--- src/rtl/sram_fifo_ctrl.sv ---
// sram_fifo_ctrl
//   FIFO controller in front of a 64x8 two-port SRAM macro (port A read,
//   port B write). Push/pop valid/ready streams become macro write and read
//   cycles. A 2-entry output buffer hides the macro's 1-cycle read latency,
//   so pop data is first-word-fall-through at one word per cycle.
//
// Ports
//   CLK, RST              clock, synchronous active-high reset
//   push_valid/ready/data producer stream
//   pop_valid/ready/data  consumer stream (pop_data = FIFO head)
//   count                 total words held, 0..DEPTH+2
//   CENA, AA, QA          macro read port (QA valid the cycle after the edge)
//   CENB, BWENB, AB, DB   macro write port (active-low enables)
module sram_fifo_ctrl #(
  parameter int BITS   = 8,
  parameter int DEPTH  = 64,
  parameter int ADDR_W = 6
) (
  input  logic              CLK,
  input  logic              RST,
  input  logic              push_valid,
  output logic              push_ready,
  input  logic [BITS-1:0]   push_data,
  output logic              pop_valid,
  input  logic              pop_ready,
  output logic [BITS-1:0]   pop_data,
  output logic [ADDR_W:0]   count,
  output logic              CENA,
  output logic [ADDR_W-1:0] AA,
  input  logic [BITS-1:0]   QA,
  output logic              CENB,
  output logic [BITS-1:0]   BWENB,
  output logic [ADDR_W-1:0] AB,
  output logic [BITS-1:0]   DB
);

  localparam logic [ADDR_W:0] DEPTH_C = (ADDR_W+1)'(DEPTH);

  logic [ADDR_W-1:0]       wptr_q, wptr_d;
  logic [ADDR_W-1:0]       rptr_q, rptr_d;
  logic [ADDR_W:0]         mem_cnt_q, mem_cnt_d;
  logic                    rd_inflight_q, rd_inflight_d;
  logic [1:0]              ob_cnt_q, ob_cnt_d;
  logic [1:0][BITS-1:0]    ob_q, ob_d;

  logic                    push_fire, pop_fire, rd_issue;
  logic [2:0]              occ;
  logic [1:0]              ob_tail;

  always_comb begin
    push_ready = ~RST & (mem_cnt_q != DEPTH_C);
    pop_valid  = (ob_cnt_q != 2'd0);
    push_fire  = push_valid & push_ready;
    pop_fire   = pop_valid & pop_ready;

    // Buffer occupancy including the word already on its way from the macro.
    // A new read may only go out if that word plus this one still fit after
    // this cycle's pop, so the 2-entry buffer can never overflow.
    occ      = {1'b0, ob_cnt_q} + {2'b0, rd_inflight_q};
    rd_issue = ~RST & (mem_cnt_q != '0) & (occ < (pop_fire ? 3'd3 : 3'd2));

    // Pointers wrap naturally because DEPTH is a power of two.
    wptr_d        = wptr_q + ADDR_W'(push_fire);
    rptr_d        = rptr_q + ADDR_W'(rd_issue);
    mem_cnt_d     = mem_cnt_q + (ADDR_W+1)'(push_fire) - (ADDR_W+1)'(rd_issue);
    rd_inflight_d = rd_issue;

    // Pop shifts first; the returning read word then lands in the new tail.
    ob_d    = ob_q;
    ob_tail = ob_cnt_q;
    if (pop_fire) begin
      ob_d[0] = ob_q[1];
      ob_tail = ob_cnt_q - 2'd1;
    end
    if (rd_inflight_q) begin
      ob_d[ob_tail[0]] = QA;
      ob_tail          = ob_tail + 2'd1;
    end
    ob_cnt_d = ob_tail;
  end

  always_ff @(posedge CLK) begin
    if (RST) begin
      wptr_q        <= '0;
      rptr_q        <= '0;
      mem_cnt_q     <= '0;
      rd_inflight_q <= 1'b0;   // drops any read issued before reset
      ob_cnt_q      <= '0;
      ob_q          <= '0;
    end else begin
      wptr_q        <= wptr_d;
      rptr_q        <= rptr_d;
      mem_cnt_q     <= mem_cnt_d;
      rd_inflight_q <= rd_inflight_d;
      ob_cnt_q      <= ob_cnt_d;
      ob_q          <= ob_d;
    end
  end

  assign CENA     = ~rd_issue;
  assign AA       = rptr_q;
  assign CENB     = ~push_fire;
  assign BWENB    = push_fire ? '0 : '1;
  assign AB       = wptr_q;
  assign DB       = push_data;
  assign pop_data = ob_q[0];
  assign count    = mem_cnt_q + (ADDR_W+1)'(rd_inflight_q) + (ADDR_W+1)'(ob_cnt_q);

endmodule

--- config.mk ---
export PLATFORM = sky130hd
export DESIGN_NAME = sram_fifo_ctrl
export DESIGN_NICKNAME = d
export VERILOG_FILES = /design/src/rtl/sram_fifo_ctrl.sv
export SDC_FILE = /design/constraint.sdc
export NUM_CORES = 1
export LEC_CHECK = 0
export CAP_MARGIN = 25
export CORE_MARGIN = 2
export CORE_UTILIZATION = 30
export CTS_CLUSTER_SIZE = 16
export DETAILED_ROUTE_END_ITERATION = 10
export SLEW_MARGIN = 5
export SYNTH_ARGS = -nofsm -noshare
export SYNTH_HDL_FRONTEND = slang
export SYNTH_SLANG_ARGS = --single-unit
--- constraint.sdc ---
create_clock -name CLK -period 4 [get_ports CLK]
set_clock_uncertainty 0.2 [all_clocks]
set_input_delay 0.8 -clock CLK [delete_from_list [all_inputs] [get_ports CLK]]
set_output_delay 0.8 -clock CLK [all_outputs]
set_load 0.01 [all_outputs]
==> flow_metrics.py, run 1 <==
metrics = {
    "finish": {
        "drive_above_1_share": 0.04676,
        "final_nets": 322,
        "syn2layout_area_growth_pct": 24.08,
        "diodes": 0,
        "layout.cells.non_filler": 377,
    },
    "timing": {
        "period_needed_ns": 3.461,
        "max_freq_ghz": 0.2889,
        "setup_viol": 0,
        "slew_violations": 0,
        "grt_setup_unrepaired": "no",
        "fin_tns_setup_ns": 0,
        "relSlewSlack": 0.6629,
        "tightest_slew_ns": 0.4951,
        "finalCritPeriodShare": 0.8652,
        "finalHoldViolCount": 0,
    },
    "power_and_ir_drop": {
        "irDropWorstVdd_uv": 212.0,
        "p_comb_frac": 0.526,
        "total_power_mw": 1.935,
        "p_sw_frac": 0.3740,
        "netSwitchingPower_mw": 0.7235,
        "leakage_nw": 1.101,
        "power_density_mw_per_mm2": 702.8,
        "p_int_mw": 1.211,
        "pwr-share-clk": 0.172,
        "seqPwrFrac": 0.302,
    },
    "synth": {
        "syn_nets": 295,
        "synth_top_family_by_area": "simple AND/OR/NAND/NOR gates",
        "synth_edf_count": 0,
        "synth_common_cells": "dfxtp_1, nor2_1, buf_4",
        "syn_avg_cell_area_um2": 8.838,
        "synthMuxAreaShare": 0.04625,
        "synth_compound_area_frac": 0.08855,
        "yosys.area.top_type": "dfxtp_1",
        "synth_area_mm2": 0.002218,
        "synthCells": 251,
        "synthDistinctLibCells": 37,
        "async_reset_ff_frac": 0,
        "netlist.area_leader.share": 0.3429,
        "yosys.area_share.simple": 0.1833,
        "ys_seq_area_frac": 0.3429,
        "yosys_most_used_dff": "dfxtp_1",
        "synth_xor_area_frac": 0.06317,
        "synthAdderAreaFrac": 0.1455,
        "ys_ff_latch": 38,
        "yosysMostFrequentCell": "dfxtp_1",
        "synth.area.top_cells": "dfxtp_1, ha_1, buf_4",
        "synth_warnings": 0,
    },
    "routing": {
        "post_drt_via_cell_ratio": 4.435,
        "wire_per_inst_um": 11.69,
        "firstDrtPassIters": 4,
        "wirelength_um": 4407,
        "drt-initial-drc-count": 60,
        "wl_met3_um": 218,
        "drc": 0,
        "route.met2.wl_um": 2079,
        "maxUsedRoutingLayer": "met4",
        "met1_length_um": 2066,
        "via_count": 1672,
        "antenna_left": 0,
    },
    "cts": {
        "clock-sinks": 38,
        "postCtsSetupBuffers": 0,
        "cts_buffers": 5,
        "ctsResizeCount": 0,
        "cts_htree_levels": 2,
        "insertion_delay_ns": 0.29,
        "cts_tree": "done",
        "hold_buffers": 0,
        "clk_pin_slew_ns": 0.08,
        "clockRootBuffer": "clkbuf_8",
        "cts_max_path_buffers": 2,
    },
    "floorplanning": {
        "io_pins": 67,
        "rows": 31,
        "die_w_um": 89.99,
        "dieArea_mm2": 0.008098,
        "die_y_um": 89.99,
        "core_mm2": 0.007214,
        "start_util": 0.3075,
    },
    "job": {
        "drv_cap": 0,
    },
    "grt": {
        "track_usage": 0.1152,
        "grt_max_degree": 27,
        "grt_pass1_wl_um": 7645,
        "grt_overflow_total": 0,
        "grt_pass1_vias": 1646,
        "antenna_found_initial": 0,
    },
    "placement": {
        "placedCellCount": 370,
        "gp_congestion": 0.6986,
        "dpl.hpwl_um": 3298,
        "port_buffers": 50,
    },
    "setup_path": {
        "worstSetupStartpointType": "input port",
        "cp-end-kind": "output pin",
        "crit_path_max_fanout": 3,
        "cp.required_ns": 3.00,
        "cp.arrival_ns": 2.46,
        "crit_type": "in2out",
    },
    "hold_path": {
        "hp-class": "reg2reg",
    },
    "status": {
        "outcome": "finished clean",
    },
}
## final timing paths
path,start,end,slack [ns],depth (start not counted)
max,pop_ready,CENA,0.54,6
min,ob_q[11],pop_data[3],0.28,2
max reg2reg,mem_cnt_q[4],mem_cnt_q[4],0.70,15
min reg2reg,ob_q[11],pop_data[3],0.28,2
## cells in the final DEF, fill, tap and decap left out, drive strengths merged, types with 2 or more instances in the layout
cell type / synthesis / layout
a21oi: 5 / 5
a311oi: 8 / 8
and2: 2 / 2
buf: 30 / 3
clkbuf: 3 / 6
clkdlybuf4s50: 0 / 50
dfxtp: 38 / 38
fa: 3 / 3
ha: 21 / 21
inv: 17 / 17
mux2i: 9 / 9
nand2: 22 / 22
nand2b: 2 / 2
nand3: 7 / 7
nor2: 28 / 28
nor2b: 12 / 12
nor3: 6 / 6
nor3b: 2 / 2
nor4: 2 / 2
o211ai: 2 / 2
o21ai: 7 / 7
xnor2: 10 / 10
xor2: 6 / 6
## logic make-up (layout without fill, tap and decap cells)
kind of cell    after synthesis  in the layout
simple gates                 86             86
flops                        38             38
fa+ha+maj                    24             24
buf+inv                      50             77
xor+xnor                     16             16
mux                           9              9
compound gates               28             28
## per-stage QoR
step	hold slack, ns	util	setup slack, ns	cell area (um2)
2_1_floorplan	0.2542	-	0.6822	2218
3_3_place_gp	0.2608	0.3659	0.3671	2640
3_5_place_dp	0.2689	0.3659	0.2703	2640
4_1_cts	0.2799	0.3815	0.5280	2753
5_1_grt	0.2962	0.3815	0.3720	2753
6_report	0.2760	0.3815	0.5391	2753
## layer usage
metal | GRT usage | up-vias
li1 | - | 861
met5 | 0 | -
met1 | 0.1499 | 771
met3 | 0.03521 | 4
met2 | 0.1799 | 36
met4 | 0.04359 | 0
## worst max-delay path, stage by stage
cell,delay (ns)
clkdlybuf4s50_1,0.48
nand2b_1,0.09
o21ai_1,0.13
o41ai_1,0.11
or3_1,0.35
clkdlybuf4s50_1,0.50
## area by class of cell
type	count	area, um2
fill	737	4462
multi-input combinational	163	1169
sequential	38	760.7
timing repair buffer	53	523.0
tap	99	123.9
clock buffer	6	82.58
inverter	17	63.81
clock inverter	1	30.03
## registers in the layout, indices dropped and copies added, names as in the netlist
| name | count |
|---|---|
| AA | 6 |
| AB | 6 |
| mem_cnt_q | 7 |
| ob_cnt_q | 2 |
| ob_q | 8 |
| pop_data | 8 |
| rd_inflight_q | 1 |
## power groups by stage
stage	clock, mW	sequential [mW]	combinational (mW)
final	0.332	0.585	1.02
after global routing	0.361	0.604	1.15
after CTS	0.343	0.587	1.03
after detailed placement	0	0.596	1.03
after global placement	0	0.596	1.01
after floorplan	0	0.571	0.738
(Power assumes the default switching activity.)
==> run 2, diff against run 1 <==
- CORE_UTILIZATION: 30 -> 47
- PLACE_DENSITY: default -> 0.8
==> run 2 against run 1 <==
- combinational power barely moved
- count of clock-buffer cells in the layout did not move
- via count grew 3.2%
- first-iteration DRC count grew 8.3%
- clock power is 18% lower
- sequential share of layout area rose by 0.71 points
- die area down 35%
- register-to-register slack lost 0.08 ns
- fmax fell by 1.3%
- design area down 2.5%
- sequential power about the same
- core utilization up 22 points
- largest power group unchanged
==> flow_metrics.py, run 2 (synthesized netlist as in run 1, its figures left out) <==
metrics = {
    "timing": {
        "fin_tns_setup_ns": 0,
        "setup_viol": 0,
        "slew_violations": 0,
        "finalHoldViolCount": 0,
        "tightest_slew_ns": 0.4888,
        "relSlewSlack": 0.6671,
        "grt_setup_unrepaired": "no",
        "period_needed_ns": 3.508,
        "finalCritPeriodShare": 0.8769,
        "max_freq_ghz": 0.2851,
    },
    "cts": {
        "cts_max_path_buffers": 2,
        "clock-sinks": 38,
        "clockRootBuffer": "clkbuf_8",
        "clk_pin_slew_ns": 0.08,
        "hold_buffers": 0,
        "postCtsSetupBuffers": 0,
        "ctsResizeCount": 0,
        "cts_tree": "done",
        "cts_htree_levels": 2,
        "cts_buffers": 5,
        "insertion_delay_ns": 0.29,
    },
    "grt": {
        "track_usage": 0.1722,
        "antenna_found_initial": 0,
        "grt_overflow_total": 0,
        "grt_max_degree": 19,
        "grt_pass1_vias": 1602,
        "grt_pass1_wl_um": 7169,
    },
    "routing": {
        "via_count": 1725,
        "route.met2.wl_um": 1895,
        "antenna_left": 0,
        "firstDrtPassIters": 4,
        "drc": 0,
        "wirelength_um": 4156,
        "wl_met3_um": 249,
        "maxUsedRoutingLayer": "met4",
        "wire_per_inst_um": 12.52,
        "drt-initial-drc-count": 65,
        "post_drt_via_cell_ratio": 5.196,
        "met1_length_um": 1956,
    },
    "hold_path": {
        "whs_endpoint": "pop_data[6]",
        "min_from": "ob_q[14]",
        "hp-class": "reg2reg",
        "hold_path_depth": 2,
    },
    "power_and_ir_drop": {
        "seqPwrFrac": 0.311,
        "p_comb_frac": 0.544,
        "leakage_nw": 1.096,
        "p_int_mw": 1.152,
        "p_sw_frac": 0.3869,
        "power_density_mw_per_mm2": 700.3,
        "irDropWorstVdd_uv": 275.7,
        "pwr-share-clk": 0.145,
        "netSwitchingPower_mw": 0.7272,
        "total_power_mw": 1.880,
    },
    "setup_path": {
        "crit_type": "in2reg",
        "cp-end-kind": "register",
        "cp.arrival_ns": 3.52,
        "critPathMaxStageDelay_ns": 0.48,
        "reg2reg_depth": 15,
        "reg2reg_slack_ns": 0.62,
        "crit_path_cell_trace": "clkdlybuf4s50_1, nand2b_1, o21ai_1, o41ai_1, nor3_1, ha_1, inv_1, ha_1, inv_1, fa_1, nor2b_1, o211ai_1, nand3_1, nor3b_1",
        "critical_path.slowest_cell": "clkdlybuf4s50_1",
        "r2r-start": "ob_cnt_q[0]",
        "cp.required_ns": 4.01,
        "worstSetupStartpointType": "input port",
        "r2r-end": "mem_cnt_q[6]",
        "crit_path_start": "pop_ready",
        "crit_path_max_fanout": 3,
    },
    "floorplanning": {
        "die_w_um": 72.70,
        "core_mm2": 0.004444,
        "dieArea_mm2": 0.005285,
        "start_util": 0.4992,
        "io_pins": 67,
        "die_y_um": 72.70,
        "rows": 24,
    },
    "finish": {
        "syn2layout_area_growth_pct": 20.98,
        "layout_common_cells": "clkdlybuf4s50_1, dfxtp_1, nor2_1, nand2_1, ha_1",
        "diodes": 0,
        "drive_above_1_share": 0.05357,
        "final_nets": 323,
        "final_common_cell": "clkdlybuf4s50_1",
        "fillers": 412,
    },
    "status": {
        "outcome": "finished clean",
    },
    "job": {
        "drv_cap": 0,
    },
    "placement": {
        "gp_congestion": 0.8087,
        "port_buffers": 50,
        "dpl.hpwl_um": 3083,
    },
}
-- run 2: power by group through the flow --
| stage | Sequential (mW) | Combinational, mW | Clock (mW) |
|---|---|---|---|
| 4_1_cts | 0.583 | 1.03 | 0.282 |
| 3_3_place_gp | 0.590 | 0.998 | 0 |
| 3_5_place_dp | 0.592 | 1.02 | 0 |
| 2_1_floorplan | 0.571 | 0.738 | 0 |
| 6_report | 0.584 | 1.02 | 0.273 |
| 5_1_grt | 0.601 | 1.15 | 0.295 |
-- run 2: stage by stage --
stage	worst slack [ns]	instance area [um2]	instances	hold slack [ns]	utilization
finish	0.4923	2684	332	0.2769	0.6039
global route	0.2566	2684	332	0.2946	0.6039
CTS	0.5281	2684	332	0.2793	0.6039
detailed placement	0.2752	2589	324	0.2705	0.5825
global placement	0.4202	2589	324	0.2616	0.5825
floorplan	0.6822	2218	251	0.2542	-
-- run 2: critical path: cells and delay by family --
family,cells,cell delay [ns]
AND/OR/NAND/NOR,5,0.88
AO/OA/AOI/OAI,3,0.42
buffers and inverters,3,0.59
adder cells (fa/ha/maj),3,0.83
-- run 2: worst max path at each step --
| stage | to | depth (start not counted) |
|---|---|---|
| floorplan | mem_cnt_q[4] | 13 |
| global placement | mem_cnt_q[4] | 14 |
| detailed placement | mem_cnt_q[4] | 14 |
| CTS | CENA | 6 |
| global route | mem_cnt_q[4] | 14 |
| finish | mem_cnt_q[6] | 14 |
-- run 2: cell type report --
type	instances	area, um2	share of cell area
clock inverter	2	12.51	0.004662
clock buffer	6	82.58	0.03077
multi-input combinational	163	1169	0.4354
inverter	17	63.81	0.02378
sequential	38	760.7	0.2835
tap	52	65.06	0.02424
timing repair buffer	54	530.5	0.1977
-- run 2: metal layers --
metal,vias to the layer above,track usage
li1,862,-
met1,793,0.2266
met2,62,0.2657
met3,8,0.04558
met4,0,0.07613
met5,-,0
==> run 3, diff against run 2 <==
- RECOVER_POWER: default -> 25
==> run 3 against run 2 <==
- routed wire length shrank 0.19%
- fmax shrank 1.1%
- critical path depth is the same
- via count shrank 0.35%
- core utilization shrank 0.17 points
- sequential share of layout area grew 0.079 points
- register-to-register slack is essentially flat
- total power shrank 1.4%
- critical endpoint unchanged
- largest power group unchanged
==> flow_metrics.py, run 3 (synthesized netlist as in run 1, its figures left out) <==
metrics = {
    "cts": {
        "cts_htree_levels": 2,
        "cts_buffers": 5,
        "clockRootBuffer": "clkbuf_8",
        "hold_buffers": 0,
        "cts_tree": "done",
        "insertion_delay_ns": 0.29,
        "clk_pin_slew_ns": 0.08,
        "clock-sinks": 38,
        "cts_max_path_buffers": 2,
        "ctsResizeCount": 0,
        "postCtsSetupBuffers": 0,
    },
    "hold_path": {
        "whs_endpoint": "pop_data[3]",
        "hold_path_depth": 2,
        "hp-class": "reg2reg",
        "min_from": "pop_data[3]",
    },
    "routing": {
        "via_count": 1719,
        "wire_per_inst_um": 12.49,
        "drc": 0,
        "drt-initial-drc-count": 86,
        "post_drt_via_cell_ratio": 5.178,
        "firstDrtPassIters": 4,
        "wirelength_um": 4148,
        "antenna_left": 0,
    },
    "timing": {
        "max_freq_ghz": 0.2820,
        "fin_tns_setup_ns": 0,
        "setup_viol": 0,
        "slew_violations": 0,
        "relSlewSlack": 0.2693,
        "period_needed_ns": 3.546,
        "finalCritPeriodShare": 0.8866,
        "holdWs_ns": 0.2764,
        "grt_setup_unrepaired": "no",
        "finalHoldViolCount": 0,
        "tightest_slew_ns": 1.094,
    },
    "grt": {
        "grt_pass1_wl_um": 7169,
        "grt_max_degree": 19,
        "grt_overflow_total": 0,
        "track_usage": 0.1722,
        "antenna_found_initial": 0,
        "grt_pass1_vias": 1602,
    },
    "finish": {
        "regArea_um2": 760.7,
        "layout.cells.non_filler": 332,
        "diodes": 0,
        "final_common_cell": "clkdlybuf4s50_1",
        "layout_common_cells": "clkdlybuf4s50_1, dfxtp_1, nor2_1, nand2_1, ha_1",
        "fin_area_mm2": 0.002676,
        "fillers": 414,
        "syn2layout_area_growth_pct": 20.64,
        "final_nets": 323,
        "multi_input_area_mm2": 0.001161,
        "drive_above_1_share": 0.05000,
    },
    "setup_path": {
        "r2r-end": "mem_cnt_q[6]",
        "cp-end-kind": "register",
        "r2r-start": "ob_cnt_q[0]",
        "reg2reg_slack_ns": 0.61,
        "reg2reg_depth": 15,
        "worstSetupStartpointType": "input port",
        "crit_type": "in2reg",
        "crit_path_max_fanout": 3,
        "cp.arrival_ns": 3.56,
        "cp.required_ns": 4.01,
    },
    "floorplanning": {
        "dieArea_mm2": 0.005285,
        "io_pins": 67,
        "die_w_um": 72.70,
        "core_mm2": 0.004444,
        "rows": 24,
        "start_util": 0.4992,
        "die_y_um": 72.70,
    },
    "job": {
        "drv_cap": 0,
    },
    "power_and_ir_drop": {
        "irDropWorstVdd_uv": 273.4,
        "total_power_mw": 1.854,
        "power_density_mw_per_mm2": 692.6,
        "leakage_nw": 1.118,
    },
    "placement": {
        "placedCellCount": 324,
        "gp_congestion": 0.8087,
        "place_area_mm2": 0.002589,
        "port_buffers": 50,
        "dpl.hpwl_um": 3083,
    },
    "status": {
        "outcome": "finished clean",
    },
}
## run 3: cell types whose count changed in the layout (fill, tap and decap cells not counted), sizes merged
cell | before | now
clkdlybuf4s50 | 50 | 39
dlygate4sd3 | 0 | 11
## run 3: through the flow
| stage | utilization | setup WS [ns] |
|---|---|---|
| detailed placement | 0.5825 | 0.2752 |
| floorplan | - | 0.6822 |
| finish | 0.6022 | 0.4538 |
| global route | 0.6022 | 0.1961 |
| global placement | 0.5825 | 0.4202 |
| CTS | 0.6039 | 0.5281 |
## run 3: how the worst max path moves through the flow
stage	startpoint	end	slack [ns]	depth (start not counted)
3_5_place_dp	pop_ready	mem_cnt_q[4]	0.28	14
3_3_place_gp	pop_ready	mem_cnt_q[4]	0.42	14
5_1_grt	pop_ready	mem_cnt_q[4]	0.20	14
2_1_floorplan	RST	mem_cnt_q[4]	0.68	13
4_1_cts	pop_ready	CENA	0.53	6
6_report	pop_ready	mem_cnt_q[6]	0.45	14
## run 3: report_power, final
group | internal, mW | leakage, nW | switching [mW]
logic | 0.510 | 0.759 | 0.490
clock network | 0.138 | 0.0472 | 0.134
registers | 0.485 | 0.311 | 0.0961
## run 3: cell type report
cell class	count	area share
sequential	38	0.2842
clock buffer	6	0.03086
multi-input combinational	163	0.4338
inverter	17	0.02384
clock inverter	2	0.004675
tap	52	0.02431
timing repair buffer	54	0.1982
## run 3: worst max-delay path, cell delays in order
cell	delay (ns)
clkdlybuf4s50_1	0.48
nand2b_1	0.09
o21ai_0	0.20
o41ai_1	0.14
nor3_1	0.33
ha_1	0.31
inv_1	0.06
ha_1	0.15
inv_1	0.05
fa_1	0.37
nor2b_1	0.20
o211ai_1	0.14
nand3_1	0.08
nor3b_1	0.17
## run 3: per-layer routing
metal,part of all wire,track usage
met4,0.013,0.07613
met5,0,0
met1,0.47,0.2266
met2,0.45,0.2657
met3,0.060,0.04558
